`config.mk`:
```
export PLATFORM = sky130hd
export DESIGN_NAME = varint_stream_encoder
export DESIGN_NICKNAME = d
export VERILOG_FILES = /design/src/rtl/varint_stream_encoder.sv
export SDC_FILE = /design/constraint.sdc
export NUM_CORES = 1
export LEC_CHECK = 0
export CORE_UTILIZATION = 30
export CTS_BUF_LIST = sky130_fd_sc_hd__clkbuf_8
export DETAILED_ROUTE_END_ITERATION = 6
export PLACE_DENSITY = 0.48
export SYNTH_ARGS = -nofsm -noshare
export SYNTH_HDL_FRONTEND = slang
export SYNTH_SLANG_ARGS = --single-unit
```
`constraint.sdc`:
```
create_clock -name clock_clk -period 4.3 [get_ports clock_clk]
set_input_delay 0.43 -clock clock_clk [delete_from_list [all_inputs] [get_ports clock_clk]]
set_output_delay 0.43 -clock clock_clk [all_outputs]
set_load 0.02 [all_outputs]
```
`src/rtl/varint_stream_encoder.sv`:
```
// Word-to-byte stream encoder: LEB128-style varint (optionally zigzag with VARINT_ZIGZAG_EN) or raw strobed lanes.
// One word in flight; first byte one cycle after acceptance, then one byte per out_ready cycle.
module varint_stream_encoder #(
  parameter int DATA_W = 32,
  parameter int IDX_W  = 10
) (
  input  logic                clock_clk,
  input  logic                reset_reset_n,
  input  logic                clr,
  input  logic                in_valid,
  output logic                in_ready,
  input  logic [DATA_W-1:0]   in_data,
  input  logic [DATA_W/8-1:0] in_strb,
  input  logic                in_mode,
  input  logic [IDX_W-1:0]    in_index,
  output logic                out_valid,
  input  logic                out_ready,
  output logic [7:0]          out_data,
  output logic [IDX_W-1:0]    out_index,
  output logic                out_last,
  output logic [15:0]         byte_cnt
);

  localparam int NB = DATA_W / 8;

  typedef enum logic {IDLE, EMIT} state_t;

  state_t            state_q, state_d;
  logic [DATA_W-1:0] data_q, data_d;
  logic [NB-1:0]     strb_q, strb_d;
  logic              mode_q, mode_d;
  logic [7:0]        obyte_q, obyte_d;
  logic [IDX_W-1:0]  oidx_q, oidx_d;
  logic              olast_q, olast_d;
  logic [15:0]       cnt_q, cnt_d;

  logic [DATA_W-1:0] vin;
`ifdef VARINT_ZIGZAG_EN
  assign vin = {in_data[DATA_W-2:0], 1'b0} ^ {DATA_W{in_data[DATA_W-1]}};
`else
  assign vin = in_data;
`endif

  // One generator serves both the first byte (from the input word) and
  // every following byte (from the residual word held in data_q/strb_q).
  logic [DATA_W-1:0] src_data, gen_data;
  logic [NB-1:0]     src_strb, gen_strb;
  logic              src_mode;
  logic [7:0]        gen_byte;
  logic              gen_last;
  logic              raw_found;

  always_comb begin
    if (state_q == IDLE) begin
      src_data = in_mode ? in_data : vin;
      src_strb = in_strb;
      src_mode = in_mode;
    end else begin
      src_data = data_q;
      src_strb = strb_q;
      src_mode = mode_q;
    end
    gen_data  = src_data;
    gen_strb  = src_strb;
    gen_byte  = 8'h00;
    gen_last  = 1'b1;
    raw_found = 1'b0;
    if (src_mode) begin
      for (int i = 0; i < NB; i++) begin
        if (!raw_found && src_strb[i]) begin
          raw_found   = 1'b1;
          gen_byte    = src_data[i*8 +: 8];
          gen_strb[i] = 1'b0;
        end
      end
      gen_last = ~|gen_strb;
    end else begin
      gen_data = src_data >> 7;
      gen_byte = {|gen_data, src_data[6:0]};
      gen_last = ~|gen_data;
    end
  end

  always_comb begin
    state_d = state_q;
    data_d  = data_q;
    strb_d  = strb_q;
    mode_d  = mode_q;
    obyte_d = obyte_q;
    oidx_d  = oidx_q;
    olast_d = olast_q;
    cnt_d   = cnt_q;
    if (clr) begin
      state_d = IDLE;
    end else begin
      case (state_q)
        IDLE: begin
          if (in_valid) begin
            data_d  = gen_data;
            strb_d  = gen_strb;
            mode_d  = in_mode;
            obyte_d = gen_byte;
            oidx_d  = in_index;
            olast_d = gen_last;
            // A raw word with no enabled lane is swallowed without output.
            if (!in_mode || (|in_strb)) state_d = EMIT;
          end
        end
        EMIT: begin
          if (out_ready) begin
            cnt_d = cnt_q + 16'd1;
            if (olast_q) begin
              state_d = IDLE;
            end else begin
              data_d  = gen_data;
              strb_d  = gen_strb;
              obyte_d = gen_byte;
              olast_d = gen_last;
            end
          end
        end
        default: state_d = IDLE;
      endcase
    end
  end

  always_ff @(posedge clock_clk) begin
    if (!reset_reset_n) begin
      state_q <= IDLE;
      data_q  <= '0;
      strb_q  <= '0;
      mode_q  <= 1'b0;
      obyte_q <= 8'h00;
      oidx_q  <= '0;
      olast_q <= 1'b0;
      cnt_q   <= 16'h0000;
    end else begin
      state_q <= state_d;
      data_q  <= data_d;
      strb_q  <= strb_d;
      mode_q  <= mode_d;
      obyte_q <= obyte_d;
      oidx_q  <= oidx_d;
      olast_q <= olast_d;
      cnt_q   <= cnt_d;
    end
  end

  assign in_ready  = (state_q == IDLE);
  assign out_valid = (state_q == EMIT);
  assign out_data  = obyte_q;
  assign out_index = oidx_q;
  assign out_last  = olast_q;
  assign byte_cnt  = cnt_q;

endmodule

```
==> results of run 1 <==
-- critical path: stages, from the launching register on --
cell	delay, ns
dfxtp_2	0.70
buf_4	0.55
inv_1	0.29
clkdlybuf4s50_1	0.60
-- power by group --
group | total [mW] | switching (mW) | internal (mW)
Clock | 0.552 | 0.273 | 0.280
Sequential | 0.734 | 0.0271 | 0.707
Combinational | 0.312 | 0.169 | 0.143
-- area by class of cell --
type / count / area (µm²) / area share, %
Multi-Input combinational cell: 381 / 2450 / 46.5
Sequential cell: 73 / 1460 / 27.8
Timing Repair Buffer: 95 / 928 / 17.7
Tap cell: 176 / 220 / 4.19
Clock buffer: 10 / 138 / 2.62
Clock inverter: 6 / 57.6 / 1.09
Inverter: 1 / 3.75 / 0.0714
-- state kept, by name (all words and copies together) (netlist names) --
name / cells
byte_cnt: 16
data_q: 32
mode_q: 1
out_data: 8
out_index: 10
out_last: 1
out_valid: 1
strb_q: 4
-- metrics by stage --
| stage | instance area, µm² | hold slack (ns) | std cells | setup slack, ns | util, % |
|---|---|---|---|---|---|
| 6_report | 5260 | 0.454 | 742 | 1.35 | 39.5 |
| 5_1_grt | 5260 | 0.487 | 742 | 1.21 | 39.5 |
| 4_1_cts | 5260 | 0.455 | 742 | 1.31 | 39.5 |
| 3_5_place_dp | 5060 | 0.443 | 726 | 1.37 | 38.1 |
| 3_3_place_gp | 5060 | 0.441 | 726 | 1.40 | 38.1 |
| 2_1_floorplan | 4100 | 0.427 | 487 | 2.38 | - |
-- path summary, 6_finish.rpt --
kind / from / to / slack [ns] / cells after the start
setup reg to reg: out_valid / out_last / 1.59 / 6
hold / removal: data_q[22] / data_q[22] / 0.45 / 2
setup / recovery: out_valid / in_ready / 1.35 / 3
hold reg to reg: data_q[22] / data_q[22] / 0.45 / 2
-- cell usage after synthesis (3+ instances only) --
| master | n |
|---|---|
| mux2_2 | 14 |
| nand4_1 | 5 |
| clkbuf_1 | 14 |
| buf_6 | 3 |
| nor2b_1 | 9 |
| nand3_1 | 19 |
| a31oi_1 | 3 |
| a21oi_1 | 25 |
| and2_1 | 16 |
| or2_2 | 3 |
| dfxtp_1 | 73 |
| o221a_2 | 3 |
| o21ai_0 | 12 |
| nor4b_1 | 3 |
| nand2_1 | 96 |
| buf_1 | 3 |
| xnor2_1 | 13 |
| nor3_1 | 21 |
| a21boi_0 | 38 |
| buf_2 | 9 |
| nor2_1 | 9 |
| nor4_1 | 8 |
| mux2i_1 | 24 |
| o211ai_1 | 21 |
| nand2b_1 | 3 |
-- cells by family after synthesis --
family	synth area share [%]
and+or+nand+nor	25.1
AOI/OAI and AO/OA	19.2
DFF	35.7
muxes	11.8
buffers and inverters	4.73
xor gates and xnor gates	3.21
adders and majority gates	0.305
-- layer usage --
layer  global-route usage, %  vias to the layer above  part of all wire [%]
li1                        -                     1882                     -
met1                    24.4                     1813                    49
met2                    29.4                       80                    46
met3                    3.16                       12                   3.5
met4                    7.12                        0                   1.6
met5                       0                        -                     0
==> qor.yml, run 1 <==
status: "completed"
drtPass1Iterations: 4
drcViolationCount: 0
async_reset_ff_share_pct: 0
num-fill-cells: 1350
grt_pass1_vias: 3629
initial_utilization_pct: 30.8
post_cts_buffers: 0
crit_path_end_kind: "primary output"
ios: 89
synthFlopType: "dfxtp_1"
cts.clk_slew.worst_paths_ns: 0.08
finalPower_mw: 1.60
setup_viol: 0
worst_pin_slew_ns: 0.832
max_freq_mhz: 339
final_antenna_net_count: 0
wire_per_inst_um: 16.7
cts_tree: "yes"
hold_class: "flop to flop"
synth_area_um2: 4100
rsz0062_at_grt: "false"
synth_cells: 487
slew_viol_final: 0
final_cell_mix: "nand2_1 (96), clkdlybuf4s50_1 (87), dfxtp_1 (72)"
synth-seq-cells: 73
drtIter0Drc: 157
gp_congestion: 0.802
yosysWarnings: 0
synth_top_area_share_pct: 35.7
grt_max_degree: 42
p_leak_nw: 1.76
crit_required_ns: 3.87
crit_arrival_ns: 2.52
final_common_cell: "nand2_1"
rows: 42
portBuffers: 88
vias: 3787
synthDistinctLibCells: 54
finalHoldViolCount: 0
cts_made_buffers: 9
powerDensity_nw_per_um2: 304
die_h_um: 119
synthTopCellsByArea: "dfxtp_1 (36%), nand2_1 (8.8%), a21boi_0 (7.0%)"
wl_um: 12400
maxSlewHeadroom_pct: 44.5
viasPerCell: 5.10
cp-start-kind: "flop"
fin_setup_tns_ns: 0
drv_cap: 0
syn-num-nets: 540
finalNetCount: 614
hpwl_um: 9130
cts_max_level: 3
synth_area_leader_cell: "dfxtp_1"
holdBufCountCts: 0
synth_edf_count: 0
yosysSeqAreaShare_pct: 35.7
core_um2: 13300
clock-root-buffer: "clkbuf_8"
insertion_delay_ns: 0.37
avgSynthCellArea_um2: 8.41
gr-usage-all-layers_pct: 18.3
clockBufferDepth: 2
fp.dieW_um: 119
finClkSkew_ns: 0.00514
num_antenna_cells: 0
grt_antenna_before_repair: 0
overflow: 0
ctsResizeCount: 0
path_max_fanout: 35
syn_to_final_growth_pct: 28.3
worst-setup-path-type: "flop to primary output"
ir_drop_uv: 146
dieArea_um2: 14100
clock-sinks: 73
post-route-period-util_pct: 68.6
drive_above_1_share_pct: 10.1
grt_pass1_wl_um: 19900
finalCriticalPeriod_ns: 2.95
Note: power is estimated with default switching activity, not from simulation.
==> run 2, diff against run 1 <==
==> constraint.sdc (replaced) <==
create_clock -name clock_clk -period 3 [get_ports clock_clk]
set_input_delay 0.3 -clock clock_clk [delete_from_list [all_inputs] [get_ports clock_clk]]
set_output_delay 0.3 -clock clock_clk [all_outputs]
set_load 0.02 [all_outputs]
==> qor.yml, run 2 (same netlist as run 1, synthesis figures left out) <==
ir_drop_uv: 274  # +88%
drtPass1Iterations: 4  # unchanged
wl_um: 12500  # +0.82%
power.share.sequential_pct: 39.7  # -6.2 points
p_clk_share_pct: 42.8  # +8.3 points
grt_pass1_wl_um: 20300  # +1.9%
fp.dieW_um: 119  # unchanged
crit_chain: "buf_12 > mux2_2 > or2_1 > a221oi_2 > nand3_1 > o2111a_1"
cp_slowest_cell: "dfxtp_2"
portBuffers: 88  # unchanged
cts_made_buffers: 9  # unchanged
gr-usage-all-layers_pct: 18.5  # +0.19 points
r2r_slack_ns: 0.71  # -0.88 ns
syn_to_final_growth_pct: 32.3
post_cts_buffers: 0  # unchanged
hold_class: "flop to flop"
slew_viol_final: 0  # unchanged
grt_pass1_vias: 3780  # +4.2%
dp_slack_ns: 0.509  # -0.862 ns
finalCriticalPeriod_ns: 2.29
drive_above_1_share_pct: 10.8  # +0.77 points
rsz0062_at_grt: "false"
drv_cap: 0  # unchanged
regMostFlops: "data_q"
setup_viol: 0  # unchanged
cp-start-kind: "flop"
wire_per_inst_um: 16.7  # about the same
path_max_fanout: 21  # -40%
hpwl_um: 9090  # -0.46%
crit_required_ns: 3.27  # -0.60 ns
initial_utilization_pct: 30.8  # unchanged
viasPerCell: 5.08  # -0.49%
cts_tree: "yes"
clock-sinks: 73  # unchanged
dieArea_um2: 14100  # unchanged
crit_buf_inv: 1  # -2
worst_pin_slew_ns: 0.957  # +0.124 ns
num_antenna_cells: 0  # unchanged
cts.clk_slew.worst_paths_ns: 0.08  # about the same
insertion_delay_ns: 0.37  # about the same
drcViolationCount: 0  # unchanged
hold_path_depth: 2  # unchanged
rows: 42  # unchanged
vias: 3799  # +0.32%
final_common_cell: "nand2_1"
switching_share_pct: 25.6  # -3.7 points
status: "completed"
ctsResizeCount: 0  # unchanged
powerDensity_nw_per_um2: 488  # +60%
post-route-period-util_pct: 76.4
crit_path_end_kind: "flop"
ios: 89  # unchanged
gp_congestion: 0.796  # -0.74%
die_h_um: 119  # unchanged
r2r_end: "out_data[7]"
core_um2: 13300  # unchanged
switchingPower_uw: 677  # +45%
finClkSkew_ns: 0.0118  # +0.00665 ns
final_antenna_net_count: 0  # unchanged
fin_setup_tns_ns: 0  # unchanged
setup_slack_ns: 0.708  # -0.642 ns
place_area_um2: 5130  # +1.4%
cts_max_level: 3  # unchanged
fin_area_um2: 5420  # +3.2%
finalHoldViolCount: 0  # unchanged
reg2reg_from: "out_valid"
drtIter0Drc: 187  # +19%
clockBufferDepth: 2  # unchanged
grt_max_degree: 59  # +40%
max_freq_mhz: 436
max_stage_delay_ns: 0.66  # -0.04 ns
largest_reg_flops: 32  # unchanged
final_cell_mix: "nand2_1 (96), clkdlybuf4s50_1 (87), dfxtp_1 (72)"
worstHoldStart: "data_q[22]"
worst-setup-path-type: "flop to flop"
clock-root-buffer: "clkbuf_8"
comb_power_share_pct: 17.4  # -2.1 points
worstRegToRegCells: 6  # unchanged
min_to: "data_q[22]"
p_leak_nw: 1.84  # +4.7%
finalNetCount: 620  # +0.98%
grt_antenna_before_repair: 0  # unchanged
crit_arrival_ns: 2.56  # +0.04 ns
crit_family: "flip-flops"
holdBufCountCts: 0  # unchanged
overflow: 0  # unchanged
maxSlewHeadroom_pct: 36.2  # -8.3 points
power.internal_mw: 1.97  # +74%
-- run 2: changes by cell type in the layout (fill, tap and decap cells not counted) --
| cell | change |
|---|---|
| buf_12 | +2 |
| buf_4 | +4 |
| bufinv_16 | +4 |
| clkinv_2 | -4 |
| clkinvlp_4 | -1 |
| inv_1 | +1 |
-- run 2: per-layer routing --
layer  up-vias  global-route usage [%]  wire length [µm]
li1       1901                       -                 -
met1      1795                    24.0              5940
met2        91                    30.2              5750
met3        12                    4.74               619
met4         0                    5.30               180
met5         -                       0                 0
-- run 2: layout make-up --
| type | instances | area, µm² |
|---|---|---|
| tap | 176 | 220 |
| fill | 1328 | 7870 |
| timing repair buffer | 101 | 998 |
| multi-input combinational | 381 | 2450 |
| sequential | 73 | 1460 |
| clock buffer | 10 | 138 |
| clock inverter | 6 | 154 |
| inverter | 1 | 3.75 |
-- run 2: worst max path at each step --
stage,end,depth (start not counted),startpoint
2_1_floorplan,out_data[7],7,out_valid
3_3_place_gp,out_data[5],6,clr
3_5_place_dp,out_data[5],6,clr
4_1_cts,data_q[3],6,out_valid
5_1_grt,out_data[5],5,out_valid
6_report,out_data[7],6,out_valid
-- run 2: power by group through the flow --
stage / clock network [mW] / logic (mW) / registers, mW
finish: 1.13 / 0.461 / 1.05
global route: 1.20 / 0.505 / 1.06
CTS: 1.16 / 0.463 / 1.05
detailed placement: 0 / 0.461 / 1.07
global placement: 0 / 0.459 / 1.07
floorplan: 0 / 0.253 / 1.08
-- run 2: metrics by stage --
step | hold slack (ns) | utilization, % | power (mW) | std cells
after floorplan | 0.377 | - | 1.33 | 487
after global placement | 0.437 | 38.6 | 1.53 | 732
after detailed placement | 0.443 | 38.6 | 1.54 | 732
after CTS | 0.455 | 40.8 | 2.68 | 748
after global routing | 0.479 | 40.8 | 2.76 | 748
final | 0.451 | 40.8 | 2.65 | 748
-- run 2: worst reg2reg max path, delay by kind of cell (launching register included) --
family	cells	cell delay (ns)
compound gates	2	0.44
buf+inv	1	0.27
flops	1	0.66
mux	1	0.44
simple gates	2	0.40
==> run 3, diff against run 2 <==
--- a/config.mk
+++ b/config.mk
@@ -8,7 +8,7 @@
 export CORE_UTILIZATION = 30
 export CTS_BUF_LIST = sky130_fd_sc_hd__clkbuf_8
 export DETAILED_ROUTE_END_ITERATION = 6
-export PLACE_DENSITY = 0.48
+export PLACE_DENSITY = 0.5
 export SYNTH_ARGS = -nofsm -noshare
 export SYNTH_HDL_FRONTEND = slang
 export SYNTH_SLANG_ARGS = --single-unit
==> constraint.sdc (replaced) <==
create_clock -name clock_clk -period 1.8 [get_ports clock_clk]
set_input_delay 0.18 -clock clock_clk [delete_from_list [all_inputs] [get_ports clock_clk]]
set_output_delay 0.18 -clock clock_clk [all_outputs]
set_load 0.02 [all_outputs]
==> qor.yml, run 3 (same netlist as run 1, synthesis figures left out) <==
status: "finished with violations"
failed_checks: "setup timing"
regMostFlops: "data_q"
layout.cells.non_filler: 818  # +9.4%
finalNetCount: 690  # +11%
gr-usage-all-layers_pct: 19.4  # +0.95 points
clock-sinks: 73  # unchanged
multiInputGateArea_um2: 2640  # +7.8%
critPathCapture: "data_q[18]"
final_antenna_net_count: 0  # unchanged
finish.utilization_pct: 46.1  # +5.3 points
gp_congestion: 0.872  # +9.5%
cts_made_buffers: 9  # unchanged
grt_pass1_vias: 4004  # +5.9%
vias: 4099  # +7.9%
worstRegToRegCells: 7  # +1
worstHoldStart: "reset_reset_n"
max_freq_mhz: 555  # +27%
crit_chain: "buf_6 > or3b_4 > buf_6 > o21ai_4 > bufbuf_16 > o211ai_1 > a21boi_0"
insertion_delay_ns: 0.37  # about the same
drcViolationCount: 0  # unchanged
cp_slowest_cell: "dfxtp_4"
drtIter0Drc: 234  # +25%
grt_max_degree: 74  # +25%
regArea_um2: 1470  # +0.17%
largest_reg_flops: 32  # unchanged
portBuffers: 88  # unchanged
p_leak_nw: 2.27  # +23%
final_common_cell: "nand2_1"
overflow: 0  # unchanged
ios: 89  # unchanged
num-fill-cells: 1337  # +0.68%
fin_area_um2: 6130  # +13%
wire_per_inst_um: 16.3  # -2.3%
drive_above_1_share_pct: 23.7  # +13 points
dieArea_um2: 14100  # unchanged
hold_class: "input port to flop"
fp.dieW_um: 119  # unchanged
rsz0062_at_grt: "true"
r2r_slack_ns: -0.002  # -0.71 ns
finalCriticalPeriod_ns: 1.80  # -0.490 ns
worst_pin_slew_ns: 0.381  # -0.576 ns
powerDensity_nw_per_um2: 672  # +38%
crit_top_cell: "buf_6"
cp-start-kind: "flop"
clock-root-buffer: "clkbuf_8"
cts_tree: "yes"
path_max_fanout: 7  # -67%
worst-setup-path-type: "flop to flop"
r2r_end: "data_q[18]"
cts.clk_slew.worst_paths_ns: 0.08  # about the same
setup_slack_ns: -0.00206  # -0.710 ns
num_antenna_cells: 0  # unchanged
drtPass1Iterations: 4  # unchanged
final_cell_mix: "nand2_1 (96), clkdlybuf4s50_1 (86), dfxtp_1 (72)"
slew_viol_final: 0  # unchanged
crit_path_end_kind: "flop"
setup.worst_path.start: "out_valid"
post-route-period-util_pct: 100  # +24 points
maxSlewHeadroom_pct: 73.9  # +38 points
setup_viol: 1  # +1
placed_cells: 794  # +8.5%
reg2reg_from: "out_valid"
place_area_um2: 5620  # +9.6%
finalHoldViolCount: 0  # unchanged
cts_max_level: 3  # unchanged
crit_required_ns: 2.09  # -1.18 ns
hold_path_depth: 3  # +1
grt_pass1_wl_um: 21500  # +6.1%
wl_um: 13300  # +6.8%
initial_utilization_pct: 30.8  # unchanged
ir_drop_uv: 383  # +40%
finalPower_mw: 4.12  # +56%
rows: 42  # unchanged
hpwl_um: 9750  # +7.3%
holdBufCountCts: 0  # unchanged
crit_arrival_ns: 2.10  # -0.46 ns
viasPerCell: 5.01  # -1.3%
syn_to_final_growth_pct: 49.6
drv_cap: 0  # unchanged
grt_antenna_before_repair: 0  # unchanged
die_h_um: 119  # unchanged
core_um2: 13300  # unchanged
max_stage_delay_ns: 0.39  # -0.27 ns
finClkSkew_ns: 0.0101  # -0.00174 ns
clockBufferDepth: 2  # unchanged
## run 3: changes by cell type in the layout (fill, tap and decap cells not counted), moves of 6 or more
cell and change:
a21boi_1 +12, buf_6 +6, buf_4 +60, a21boi_0 -12
## run 3: final cells by class
class	count	share of cell area, %
multi-input combinational	381	43.0
timing repair buffer	171	26.1
sequential	73	23.9
tap	176	3.59
clock buffer	12	2.69
clock inverter	4	0.694
inverter	1	0.0612
## run 3: repair_timing
| action | 4_1_cts | 5_1_grt |
|---|---|---|
| setup buffers | 6 | 2 |
| hold endpoints to repair | 0 | 0 |
| resized for setup | 24 | 38 |
| endpoints found under the setup margin | 39 | 40 |
| pin swaps | 0 | 9 |
| gates cloned | 2 | 0 |
## run 3: worst min-delay path by stage
stage	end	slack, ns
global placement	data_q[22]	0.44
CTS	out_data[7]	0.31
floorplan	out_valid	0.25
global route	out_last	0.32
detailed placement	data_q[22]	0.44
finish	byte_cnt[1]	0.32
## run 3: power breakdown
part | switching, mW | leakage (nW) | internal (mW) | total [mW]
Combinational | 0.479 | 1.56 | 0.516 | 0.995
Sequential | 0.0586 | 0.595 | 1.69 | 1.75
Clock | 0.633 | 0.115 | 0.743 | 1.38
Total | 1.17 | 2.27 | 2.95 | 4.12
## run 3: stage by stage
stage	hold slack (ns)	TNS [ns]	setup WS, ns
6_report	0.317	-0.00206	-0.00206
5_1_grt	0.320	-0.485	-0.0634
4_1_cts	0.309	-0.146	-0.0359
3_5_place_dp	0.443	-12.44	-0.297
3_3_place_gp	0.441	-11.07	-0.262
2_1_floorplan	0.247	0	0.0197
## run 3: routing by layer
| metal | part of all wire [%] | track usage (%) | wire length, µm |
|---|---|---|---|
| met1 | 46 | 25.1 | 6120 |
| met2 | 49 | 32.9 | 6510 |
| met3 | 4.1 | 4.55 | 544 |
| met4 | 1.2 | 3.96 | 160 |
| met5 | 0 | 0 | 0 |
## run 3: worst max-delay path: cells and delay by family, from the launching register on
family / cells / cell delay [ns]
AOI/OAI and AO/OA: 3 / 0.36
buffers and inverters: 3 / 0.59
and+or+nand+nor: 1 / 0.39
DFF: 1 / 0.39
